<file path="config.mk">
export PLATFORM = sky130hd
export DESIGN_NAME = result_packer
export DESIGN_NICKNAME = d
export VERILOG_FILES = /design/src/rtl/result_packer.sv
export SDC_FILE = /design/constraint.sdc
export NUM_CORES = 1
export LEC_CHECK = 0
export CORE_UTILIZATION = 48
export CTS_CLUSTER_SIZE = 20
export DETAILED_ROUTE_END_ITERATION = 8
export PLACE_DENSITY_LB_ADDON = 0.05
export SLEW_MARGIN = 5
export SYNTH_ARGS = -nofsm -noshare
export SYNTH_HDL_FRONTEND = slang
export SYNTH_SLANG_ARGS = --single-unit
</file>
<file path="constraint.sdc">
create_clock -name clock -period 4.71 [get_ports clock]
set_clock_uncertainty 0.05 [all_clocks]
set_input_delay 0.942 -clock clock [delete_from_list [all_inputs] [get_ports clock]]
set_output_delay 0.942 -clock clock [all_outputs]
set_load 0.05 [all_outputs]
</file>
<file path="src/rtl/result_packer.sv">
// rtl/result_packer.sv - packs 1-bit threshold pixels into bytes for the result RAM
module result_packer #(
  parameter int WIDTH_BITS  = 8,
  parameter int HEIGHT_BITS = 8
) (
  input  logic                              clock,
  input  logic                              reset,
  input  logic                              iStart,
  input  logic [WIDTH_BITS-1:0]             iCol,
  input  logic [HEIGHT_BITS-1:0]            iRow,
  input  logic                              iData,
  input  logic                              iWren,
  input  logic                              iLast,
  output logic                              oReady,
  output logic [WIDTH_BITS+HEIGHT_BITS-4:0] oWrAddr,
  output logic [7:0]                        oWrData,
  output logic                              oWren,
  output logic [WIDTH_BITS+HEIGHT_BITS:0]   oCount,
  output logic                              oFinished,
  output logic                              oError
);

  localparam int AW = WIDTH_BITS + HEIGHT_BITS - 3;
  localparam int CW = WIDTH_BITS + HEIGHT_BITS + 1;

  localparam logic [1:0] IDLE  = 2'd0;
  localparam logic [1:0] RUN   = 2'd1;
  localparam logic [1:0] FLUSH = 2'd2;
  localparam logic [1:0] DONE  = 2'd3;

  logic [1:0]    state;
  logic [7:0]    acc;
  logic [AW-1:0] accAddr;
  logic          pending;
  logic          flushLast;

  logic          accept;
  logic [AW-1:0] pixelAddr;
  logic [7:0]    bitMask;
  logic [7:0]    freshWord;
  logic [7:0]    mergedWord;
  logic          outOfOrder;
  logic          completes;

  assign oReady = (state == RUN);

  // Decode the incoming pixel: its word, its bit, and how it relates to the pending word
  always_comb begin
    accept     = 1'b0;
    pixelAddr  = '0;
    bitMask    = 8'd0;
    freshWord  = 8'd0;
    mergedWord = 8'd0;
    outOfOrder = 1'b0;
    completes  = 1'b0;
    accept     = iWren && (state == RUN);
    pixelAddr  = {iRow, iCol[WIDTH_BITS-1:3]};
    bitMask    = 8'd1 << iCol[2:0];
    freshWord  = iData ? bitMask : 8'd0;
    // A re-written bit takes the latest value, hence mask-then-or
    mergedWord = ((pending ? acc : 8'd0) & ~bitMask) | freshWord;
    outOfOrder = pending && (pixelAddr != accAddr);
    completes  = (iCol[2:0] == 3'd7) || iLast;
  end

  // Frame FSM, accumulator, registered write port and status counters
  always_ff @(posedge clock) begin
    if (reset) begin
      state     <= IDLE;
      acc       <= 8'd0;
      accAddr   <= '0;
      pending   <= 1'b0;
      flushLast <= 1'b0;
      oWren     <= 1'b0;
      oWrAddr   <= '0;
      oWrData   <= 8'd0;
      oCount    <= '0;
      oFinished <= 1'b0;
      oError    <= 1'b0;
    end else begin
      oWren <= 1'b0;
      case (state)
        IDLE, DONE: begin
          if (iStart) begin
            state     <= RUN;
            oCount    <= '0;
            oError    <= 1'b0;
            acc       <= 8'd0;
            pending   <= 1'b0;
            oFinished <= 1'b0;
          end else if (state == DONE) begin
            // Delayed by a cycle so it rises only after the final write has been seen
            oFinished <= 1'b1;
          end
        end
        RUN: begin
          if (accept) begin
            if (iData && (oCount != {CW{1'b1}})) begin
              oCount <= oCount + 1'b1;
            end
            if (outOfOrder) begin
              // Retire the stale partial word, start over with this pixel
              oError  <= 1'b1;
              oWren   <= 1'b1;
              oWrAddr <= accAddr;
              oWrData <= acc;
              acc     <= freshWord;
              accAddr <= pixelAddr;
              pending <= 1'b1;
              if (completes) begin
                state     <= FLUSH;
                flushLast <= iLast;
              end
            end else if (completes) begin
              oWren   <= 1'b1;
              oWrAddr <= pixelAddr;
              oWrData <= mergedWord;
              acc     <= 8'd0;
              pending <= 1'b0;
              if (iLast) begin
                state <= DONE;
              end
            end else begin
              acc     <= mergedWord;
              accAddr <= pixelAddr;
              pending <= 1'b1;
            end
          end
        end
        FLUSH: begin
          // Second write of an out-of-order pair: the new word already complete
          oWren   <= 1'b1;
          oWrAddr <= accAddr;
          oWrData <= acc;
          acc     <= 8'd0;
          pending <= 1'b0;
          state   <= flushLast ? DONE : RUN;
        end
        default: state <= IDLE;
      endcase
    end
  end

endmodule

</file>
* Yosys cells after proc, flatten, opt, wreduce, memory -nomap -nowiden
Index checks and enable logic that the tools add are counted.
Storage, ports and cells: register bits after elaboration 66, latch bits 0, RAM bits 0, ROM bits 0, bits of input ports 22, output and inout bits 42, word-level logic and storage cells 90, memories kept 0
Operators by class: add/subtract/negate cells 1, $mul 0, div/mod/pow operators 0, magnitude comparators 0, eq/ne operators 14, shifts and indexed selects 1, multiplexer cells 43, bitwise gates (word level) 3, reduce and logical (&&, ||, !) cells 17
Operator list (number):
- two-way mux 8 bit | 9
- two-way mux 13 bit | 5
- two-way mux 17 bit | 3
- case mux 17 bit (2 select lines) | 1
- case mux 13 bit (2 select lines) | 1
- case mux 8 bit (3 select lines) | 1
- adder 17 x 1 -> 17 bit (second input constant) | 1
- inequality test 17 bit (second input constant) | 1
- case mux 8 bit (2 select lines) | 1
- AND reduction 4 bit | 4
- two-way mux 2 bit | 7
- inequality test 13 bit | 1
- two-way mux 1 bit | 11
- AND 8 bit | 1
- inequality test 2 x 1 -> 1 bit (second input constant) | 4
- NOT 8 bit | 1
- OR 8 bit | 1
- << shifter 1 x 3 -> 8 bit (first input constant) | 1
- case mux 2 bit (3 select lines) | 1
- AND reduction 3 bit | 2
- nonzero test 2 bit | 3
- == test 2 bit (second input constant) | 2
- inequality test 2 bit (second input constant) | 2
- case mux 1 bit (2 select lines) | 2
- other kinds (10) | 13

* Longest topological paths before layout
depth in word-level cells 8, depth in mapped cells 12, depth with buffers taken out 12

* Worst setup path before layout
OpenSTA, ideal clock, no wires.
path kind register to register, start point register oCount[7], end point register oCount[13], library setup time 128 ps, arrival time 2580 ps, required time 4532 ps, slack 1952 ps, cell stages (with the launch flop) 13, path buffers 0, clock period less this slack 2758 ps, path through dfxtp_1 -> and3_1 -> and3_1 -> and4_1 -> nand2_1 -> nor2_1 -> ha_1 -> nand3b_1 -> a211oi_2 -> and4_1 -> nand4_1 -> xor2_1 -> nor2_1
Between the ends: cells in the longest elaborated chain, start to end 4, elaborated cells between the ends (all ways) 8, those cells by class add/sub: 1; eq/ne: 2; mux: 3; reduce/logical: 2
RTL lines:
- start, declared | RTL line 18 | output logic [WIDTH_BITS+HEIGHT_BITS:0] oCount,
- start signal, assigned | RTL line 99 | oCount <= oCount + 1'b1;
- adder 17 x 1 -> 17 bit / inequality test 17 bit (equally long branches) | RTL line 99, 98
- two-way mux 17 bit / logical AND 1 bit (equally long branches) | RTL line 98 | if (iData && (oCount != {CW{1'b1}})) begin
- two-way mux 17 bit / inequality test 2 x 1 -> 1 bit (equally long branches)
- case mux 17 bit (2 select lines) / AND reduction 4 bit (equally long branches)
Parallel ways exist; a longest one is shown, timed or not. The select of a mux whose other input is x is not followed. A chain may end at the register's enable or synchronous reset.

* Worst setup path after layout
start point register state[0], end point output oReady
Between the ends: cells in the longest elaborated chain, start to end 1
RTL lines:
- start, declared | RTL line 31 | logic [1:0] state;
- start signal, assigned | RTL line 137 | state <= flushLast ? DONE : RUN;
- == test 2 x 1 -> 1 bit | RTL line 45 | assign oReady = (state == RUN);
- end, declared | RTL line 14 | output logic oReady,
No other way between the ends.

==> reports/summary.txt <==
Cts bufs inserted - 9
Initial antenna violation count - 0
Hold_buf cts - 0
CTS root buffer - clkbuf_8
Die height - 83.7 um
Synth warn - 0
Flops & latches, synth - 66
# setup viols final - 0
Cell variety after synth - 41
Post-synth EDFFs - 0
Final Wtd Congestion - 0.810
Max clock buf depth - 2
Nature of the critical path endpoint - output port
Synth top area share - 41.2%
Fill count - 558
Critical path arrival - 2080 ps
Fraction of registers with async set/reset - 0%
Ports - 64
Die ar. - 0.00701 mm^2
Final Instance Area - 0.00407 mm^2
Final Hold Viols - 0
H-tree depth - 3
Resize count post-CTS - 0
Min Tclk post-route - 3070 ps
Num rows - 29
All-Layer GR Usage - 21.8%
Vias in the first global route - 2524
CTS clock-pin slew for the worst setup and hold paths - 60 ps
Crit path kind - flop to output port
Initial core utilization - 50.2%
Total global routing overflow - 0
Chip width - 83.7 um
Mapped Avg Cell Area - 9.01 um^2
Vias - 2793
Startpoint Class - flop
Sequential share of the synthesized area - 41.2%
Tcrit/Tclk final - 65.2%
Max Fclk - 326 MHz
Max_cap viols - 0
CP max FO - 12
Area growth syn-to-layout - 27.0%
CORE AREA - 0.00639 mm^2
Global-route wire length before repair - 12.2 mm
Status - finished, final reports clean
RSZ-0062 raised after global routing - false
Placed Area - 0.00387 mm^2
CP Data Required Time - 3720 ps
Most frequent cells in the layout - 66 x dfxtp_1, 63 x clkdlybuf4s50_1, 37 x nor2_1
Slew @ Worst Pin - 1030 ps
Slew Viols, Final - 0
1st-iter DRT viols - 137
Leakage - 1.46 nW
Area contributors post-synth - dfxtp_1 41%, mux2i_1 11%, xor2_1 6.3%
Drt first pass iters - 4
Mapped Nets - 383
Mapped Cells - 356
Largest net degree at the start of global routing - 37
Commonest non-fill, non-tap cell in the layout - dfxtp_1
Postcts setup bufs - 0
Dominant cell type by area after synthesis - dfxtp_1
Main synth FF type - dfxtp_1
Post-route ant nets - 0
Worst vdd ir - 0.356 mV
Diode count - 0
DR vias/cell - 5.63
Port-buffer cells - 63
Worst min path class - flop to flop
Synth Cell Area - 0.00321 mm^2
Pwr dens - 474 mW/mm^2
Hpwl dp - 5.08 mm
Clock latency on the worst-skew pair - 340 ps
Net count, final - 442
Proportion of layout cells with a drive suffix above 1 - 5.97%
Setup_tns - 0 ps
Clock Sinks - 66
WL/cell - 14.6 um
Drc violations - 0
Drt total wl - 7.23 mm
Max-slew headroom - 31.0%
CTS tree - done
-- critical path, stage by stage (launching register included) --
cell	delay [ps]
dfxtp_1	390
ha_1	460
clkdlybuf4s50_1	890
-- per-stage QoR --
step           cells  setup WS [ps]  hold slack [ps]  total power [mW]  utilization [%]
5_1_grt          496           1510              453              2.03             63.8
3_5_place_dp     481           1290              415              1.45             60.6
6_report         496           1640              422              1.93             63.8
4_1_cts          496           1640              429              1.95             63.8
3_3_place_gp     481           1310              410              1.44             60.6
2_1_floorplan    356           1950              407              1.24                -
-- worst paths after layout --
kind	startpoint	end	slack, ps	cells after the start
min	oError	oError	420	2
max	state[0]	oReady	1640	2
min reg2reg	oError	oError	420	2
max reg2reg	oCount[7]	oCount[12]	1870	11
-- kinds of logic after synthesis --
kind of cell | synth area share, %
AOI/OAI and AO/OA | 19.5
buffers and inverters | 3.82
xor gates and xnor gates | 6.55
muxes | 11.2
and+or+nand+nor | 15.7
adders and majority gates | 1.95
DFF | 41.2
-- synth_stat cells, types with 2 or more instances --
cell type  count
a21oi_1       21
ha_1           5
clkbuf_1      10
a32o_1         8
and3_1         3
nand2_1       24
and4_1         5
o21ai_1       15
buf_2          5
nand4_1        6
inv_1          9
xor2_1        23
dfxtp_1       66
nand3_1        8
nand2b_1       6
a31oi_1        3
buf_4          2
nor3_1         5
mux2i_1       36
o21ai_0       23
nor4_2         2
or3_1          3
o211ai_1       7
o22ai_1        7
a22oi_1        2
nor2_1        37
-- layer usage --
| metal | vias to the layer above | GRT usage, % | wire [um] |
|---|---|---|---|
| li1 | 1402 | - | - |
| met1 | 1295 | 29.4 | 3460 |
| met2 | 87 | 33.2 | 3160 |
| met3 | 9 | 6.23 | 516 |
| met4 | 0 | 7.70 | 92 |
| met5 | - | 0 | 0 |
-- sequential cells by signal, summed over array words and instances (netlist names), 2 cells and up --
signal   flops
acc          8
state        2
accAddr     13
oWrData      8
oWrAddr     13
oCount      17
-- layout make-up --
cell class                      instances  area, um^2  share of cell area (%)
Multi-Input combinational cell        263        1760                    43.3
Inverter                                9        33.8                   0.830
Sequential cell                        66        1320                    32.5
Clock inverter                          2        35.0                   0.860
Tap cell                               77        96.3                    2.37
Timing Repair Buffer                   66         653                    16.0
Clock buffer                           13         169                    4.15
-- power by group --
group | switching [mW] | total, mW | internal [mW]
logic | 0.503 | 0.758 | 0.254
clock network | 0.209 | 0.494 | 0.284
registers | 0.0457 | 0.678 | 0.633
(Power assumes the default switching activity.)
==> patch 1, RTL diff (same settings) <==
Reset style: asynchronous (`reset`), changed in one clocked block.
--- a/src/rtl/result_packer.sv
+++ b/src/rtl/result_packer.sv
@@ -66,3 +66,3 @@
   // Frame FSM, accumulator, registered write port and status counters
-  always_ff @(posedge clock) begin
+  always_ff @(posedge clock or posedge reset) begin
     if (reset) begin
Check against the original RTL: differs if reset is asserted again (counterexample within 4 cycles, from zero or initial values and one cycle with reset high); with reset held inactive, the same outputs for 4 cycles.
==> patch 1 against the unedited design <==
Wire length is 6.0% higher; count of clock-buffer cells in the layout is 3 lower; critical path type is now in2reg; via count is 5.9% lower; design area is 11% higher; sequential cell count stayed put; synthesized area is 15% higher; final cell count is 2.4% lower; worst setup slack worse by 370 ps; core utilization is 1.9 points lower; global-route usage is 0.99 points lower.
Power is not compared: it rests on default switching activity, and its combinational part moved more than twofold at a synthesized area within 25%.
==> patch 1: results (changes against the unedited design) <==
* Detailed router's first-iteration violation count: 103 (-25%)
* Worst setup path startpoint: iRow[0]
- Detailed placer's ending HPWL: 5.32 mm (+4.7%)
- The post-place setup slack was 918 ps (-374 ps).
- Largest cells by area after synthesis: sky130_fd_sc_hd__dfrtp_1 45%, sky130_fd_sc_hd__mux2_4 12%, sky130_fd_sc_hd__mux2_2 7.4%, sky130_fd_sc_hd__xor2_1 6.0%, sky130_fd_sc_hd__nor2_1 2.9%
- Final wirelength: 7.67 mm (+6.0%)
- Ranked by instance count, the synthesized netlist is headed by 66 x sky130_fd_sc_hd__dfrtp_1, 30 x sky130_fd_sc_hd__mux2_4, 28 x sky130_fd_sc_hd__nor2_1.
* Clock latency of the later-clocked register in the worst-skew pair: 340 ps (about the same)
* Aggregate global-route resource usage: 20.8% (-0.99 points)
* Result of the run: completed
* Post-layout net count: 409 (-7.5%)
* Asr flop ratio synth: 100% (+100 points)
- The number of global-route vias before repair was 2526 (+0.079%).
* Antenna violations before repair: 0 (unchanged)
- The startpoint identified for the worst hold timing path is oWrData[2].
* Biggest fanout along the worst timing path: 12 (unchanged)
* Data arrival time of the critical path: 3610 ps (+1530 ps)
- Total number of vias: 2627 (-5.9%)
- Launching point of the worst reg2reg path: oCount[10]
- Share of final-layout standard cells stronger than drive strength 1: 22.1% (+16 points)
- Global-route wire length before repair: 12.4 mm (+1.9%)
- The clock tree buffer depth is 2 (unchanged).
- Synthesized Nets: 346 (-9.7%)
- Sequential-to-total area share from yosys stat: 44.9% (+3.7 points)
- The number of library cell types mapped by synthesis is 51 (+24%).
- Rel. slew slack: 33.2% (+2.2 points)
* LEAKAGE: 2.00 nW
* Maximum number of pins on one net before global-route repair: 45 (+22%)
- The cell sitting at the root of the clock tree is a sky130_fd_sc_hd__clkbuf_8.
* Final estimated routing congestion in global placement: 0.768 (-5.1%)
[patch 1: cell count changes after synthesis, sizes merged, moves of 6 or more]
| cell | unedited run | this run |
|---|---|---|
| dfrtp | 0 | 66 |
| nor2 | 37 | 28 |
| nand2 | 24 | 18 |
| a21oi | 21 | 5 |
| mux2 | 0 | 56 |
| a32o | 8 | 1 |
| mux2i | 36 | 2 |
| o21ai | 38 | 17 |
| dfxtp | 66 | 0 |
[patch 1: kinds of logic (layout without fill, tap and decap cells)]
logic type                 Yosys count  after routing  share of synthesized area, %
adders and majority gates            5              5                          1.70
buffers and inverters               23             89                          3.30
xor gates and xnor gates            27             27                          6.43
AOI/OAI and AO/OA                   55             55                          11.3
DFF                                 66             66                          44.9
and+or+nand+nor                     85             85                          11.6
muxes                               58             58                          20.8
[patch 1: per-layer routing]
layer  wire [um]  vias to the layer above  track usage [%]  part of all wire, %
met5           0                        -                0                    0
met4         123                        0             9.09                  1.6
met3         296                       11             3.69                  3.9
met2        3690                       55             33.7                   48
met1        3560                     1295             27.4                   46
li1            -                     1266                -                    -
[patch 1: final cells by class]
class	instances	area [um^2]
Clock inverter	4	20.0
Sequential cell	66	1650
Clock buffer	10	138
Tap cell	99	124
Multi-Input combinational cell	230	1910
Timing Repair Buffer	66	653
Fill cell	635	2800
Inverter	9	33.8
[patch 1: worst paths after layout]
| check | endpoint | slack, ps | cells after the start |
|---|---|---|---|
| max | oWrAddr[9] | 1280 | 6 |
| min | oWrData[2] | 440 | 1 |
| max reg2reg | oCount[11] | 1680 | 9 |
| min reg2reg | oWrData[2] | 440 | 1 |
| max in group asynchronous | accAddr[11] | 2650 | 3 |
| min in group asynchronous | oCount[11] | 1080 | 2 |
[patch 1: critical path, cell delays in order]
cell	delay [ps]
sky130_fd_sc_hd__clkdlybuf4s50_1	460
sky130_fd_sc_hd__xor2_1	200
sky130_fd_sc_hd__nor4_2	590
sky130_fd_sc_hd__a41oi_2	650
sky130_fd_sc_hd__mux2_4	490
sky130_fd_sc_hd__mux2_4	260
[patch 1: report_power, final]
part	internal, W	total (W)	switching, W	leakage [nW]
Clock	0.000196	0.000402	0.000207	0.0875
Combinational	0.000717	0.00159	0.000876	1.06
Sequential	0.000744	0.000888	0.000144	0.853
[patch 1: metrics by stage]
| step | instances | cell area [um^2] | hold WS [ps] |
|---|---|---|---|
| floorplan | 319 | 3680 | 410 |
| global placement | 470 | 4380 | 418 |
| detailed placement | 470 | 4380 | 424 |
| CTS | 484 | 4530 | 440 |
| global route | 484 | 4530 | 473 |
| finish | 484 | 4530 | 438 |
==> patch 2, RTL diff (same flow settings) <==
Without the edit above. `WIDTH_BITS`: 8 -> 12.
--- a/src/rtl/result_packer.sv
+++ b/src/rtl/result_packer.sv
@@ -2,3 +2,3 @@
 module result_packer #(
-  parameter int WIDTH_BITS  = 8,
+  parameter int WIDTH_BITS  = 12,
   parameter int HEIGHT_BITS = 8
Interface: changed (resized iCol, oCount and oWrAddr); port bits go from 64 to 76. The function was not compared with the original's and may differ.
==> patch 2 against the unedited design <==
Clock power fell by 12%; sequential cell count rose by 12; wire length rose by 23%; total power fell by 4.6%; register-to-register slack improved by 250 ps; synthesized area rose by 21%; design area rose by 20%; sequential power rose by 12%; worst setup slack got worse by 120 ps; non-clock buffer count rose by 17; critical path type unchanged; largest cell class unchanged; highest routed layer unchanged.
==> patch 2: results (changes against the unedited design) <==
* Sequential-to-total area share from yosys stat: 40.4% (-0.81 points)
* Rel. slew slack: 34.2% (+3.2 points)
* Fraction of the mapped netlist area in compound gates: 19.1% (-0.42 points)
* Min-Delay Startpoint: acc[3]
- Data arrival time of the critical path: 2200 ps (+120 ps)
- The post-layout instance area was 4870 um^2 (+20%).
* Netlist Area Pre-Place: 3870 um^2 (+21%)
- Regs by FF count: oCount: 21 flops, accAddr: 17 flops, oWrAddr: 17 flops
- The final-layout non-clock buffer area share is 16.6% (+0.60 points).
* Placement-stage worst setup slack: 1170 ps (-126 ps)
- Worst hold slack after final layout: 424 ps (+2.41 ps)
- The xor/xnor cell area share of the yosys netlist is 5.66% (-0.89 points).
- Clock Pin Slew Worst Setup and Hold Paths: 80 ps (+20 ps)
* Buffers on Ports: 75 (+19%)
- The sum of met2 wire segment lengths after detailed routing is 4.20 mm (+33%).
* Hold endpoint: acc[3]
- Largest cells by area after synthesis: sky130_fd_sc_hd__dfxtp_1 40%, sky130_fd_sc_hd__mux2i_1 11%, sky130_fd_sc_hd__a21oi_1 5.0%, sky130_fd_sc_hd__nor2_1 5.0%, sky130_fd_sc_hd__o21ai_0 4.0%
* Biggest fanout along the worst timing path: 17 (+5)
* Number of non-clock buffers in the layout: 83 (+26%)
* Clock network contribution to total cell area: 3.39% (-1.6 points)
- Inverters, non-clock: 12 (+3)
- The cell count after placement was 612 (+27%).
- The peak per-stage delay on the critical path came to 930 ps (+40 ps).
- The count of mapped cells out of synthesis came to 450 (+26%).
- The worst-case reg-to-reg path depth is 7 (-4).
* Aggregate global-route resource usage: 21.6% (-0.15 points)
- The number of library cell types mapped by synthesis was 55 (+34%).
- The adder-cell share of the synthesized area is 1.29% (-0.66 points).
- Detailed router's first-iteration violation count: 173 (+26%)
- The wire length the detailed router placed on met1 was 4.18 mm (+21%).
- VDD IR max: 270 uV (-24%)
* Share of cell area taken by multi-input logic gates: 44.4% (+1.1 points)
- Result of the run: completed
- The reg-to-reg setup timing slack is 2120 ps (+250 ps).
* Post-layout net count: 551 (+25%)
[patch 2: cell count changes in the layout (fill, tap and decap cells not counted), sizes merged, moves of 5 or more]
cell / unedited run / this run
o31ai: 0 / 5
clkdlybuf4s50: 63 / 75
buf: 3 / 8
nor2: 37 / 51
a21oi: 21 / 39
a32o: 8 / 0
xor2: 23 / 11
nand2: 24 / 35
xnor2: 1 / 14
dfxtp: 66 / 78
mux2i: 36 / 41
[patch 2: power breakdown]
part           internal [W]  switching, W  total (W)
clock              0.000192      0.000246   0.000437
combinational      0.000220      0.000422   0.000641
sequential         0.000723     0.0000389   0.000762
total               0.00113      0.000706    0.00184
[patch 2: routing by layer]
layer  global-route usage (%)  up-vias
met1                     27.8     1612
met2                     36.4       92
li1                         -     1768
met5                        0        -
met4                     8.20        0
met3                     3.48       10
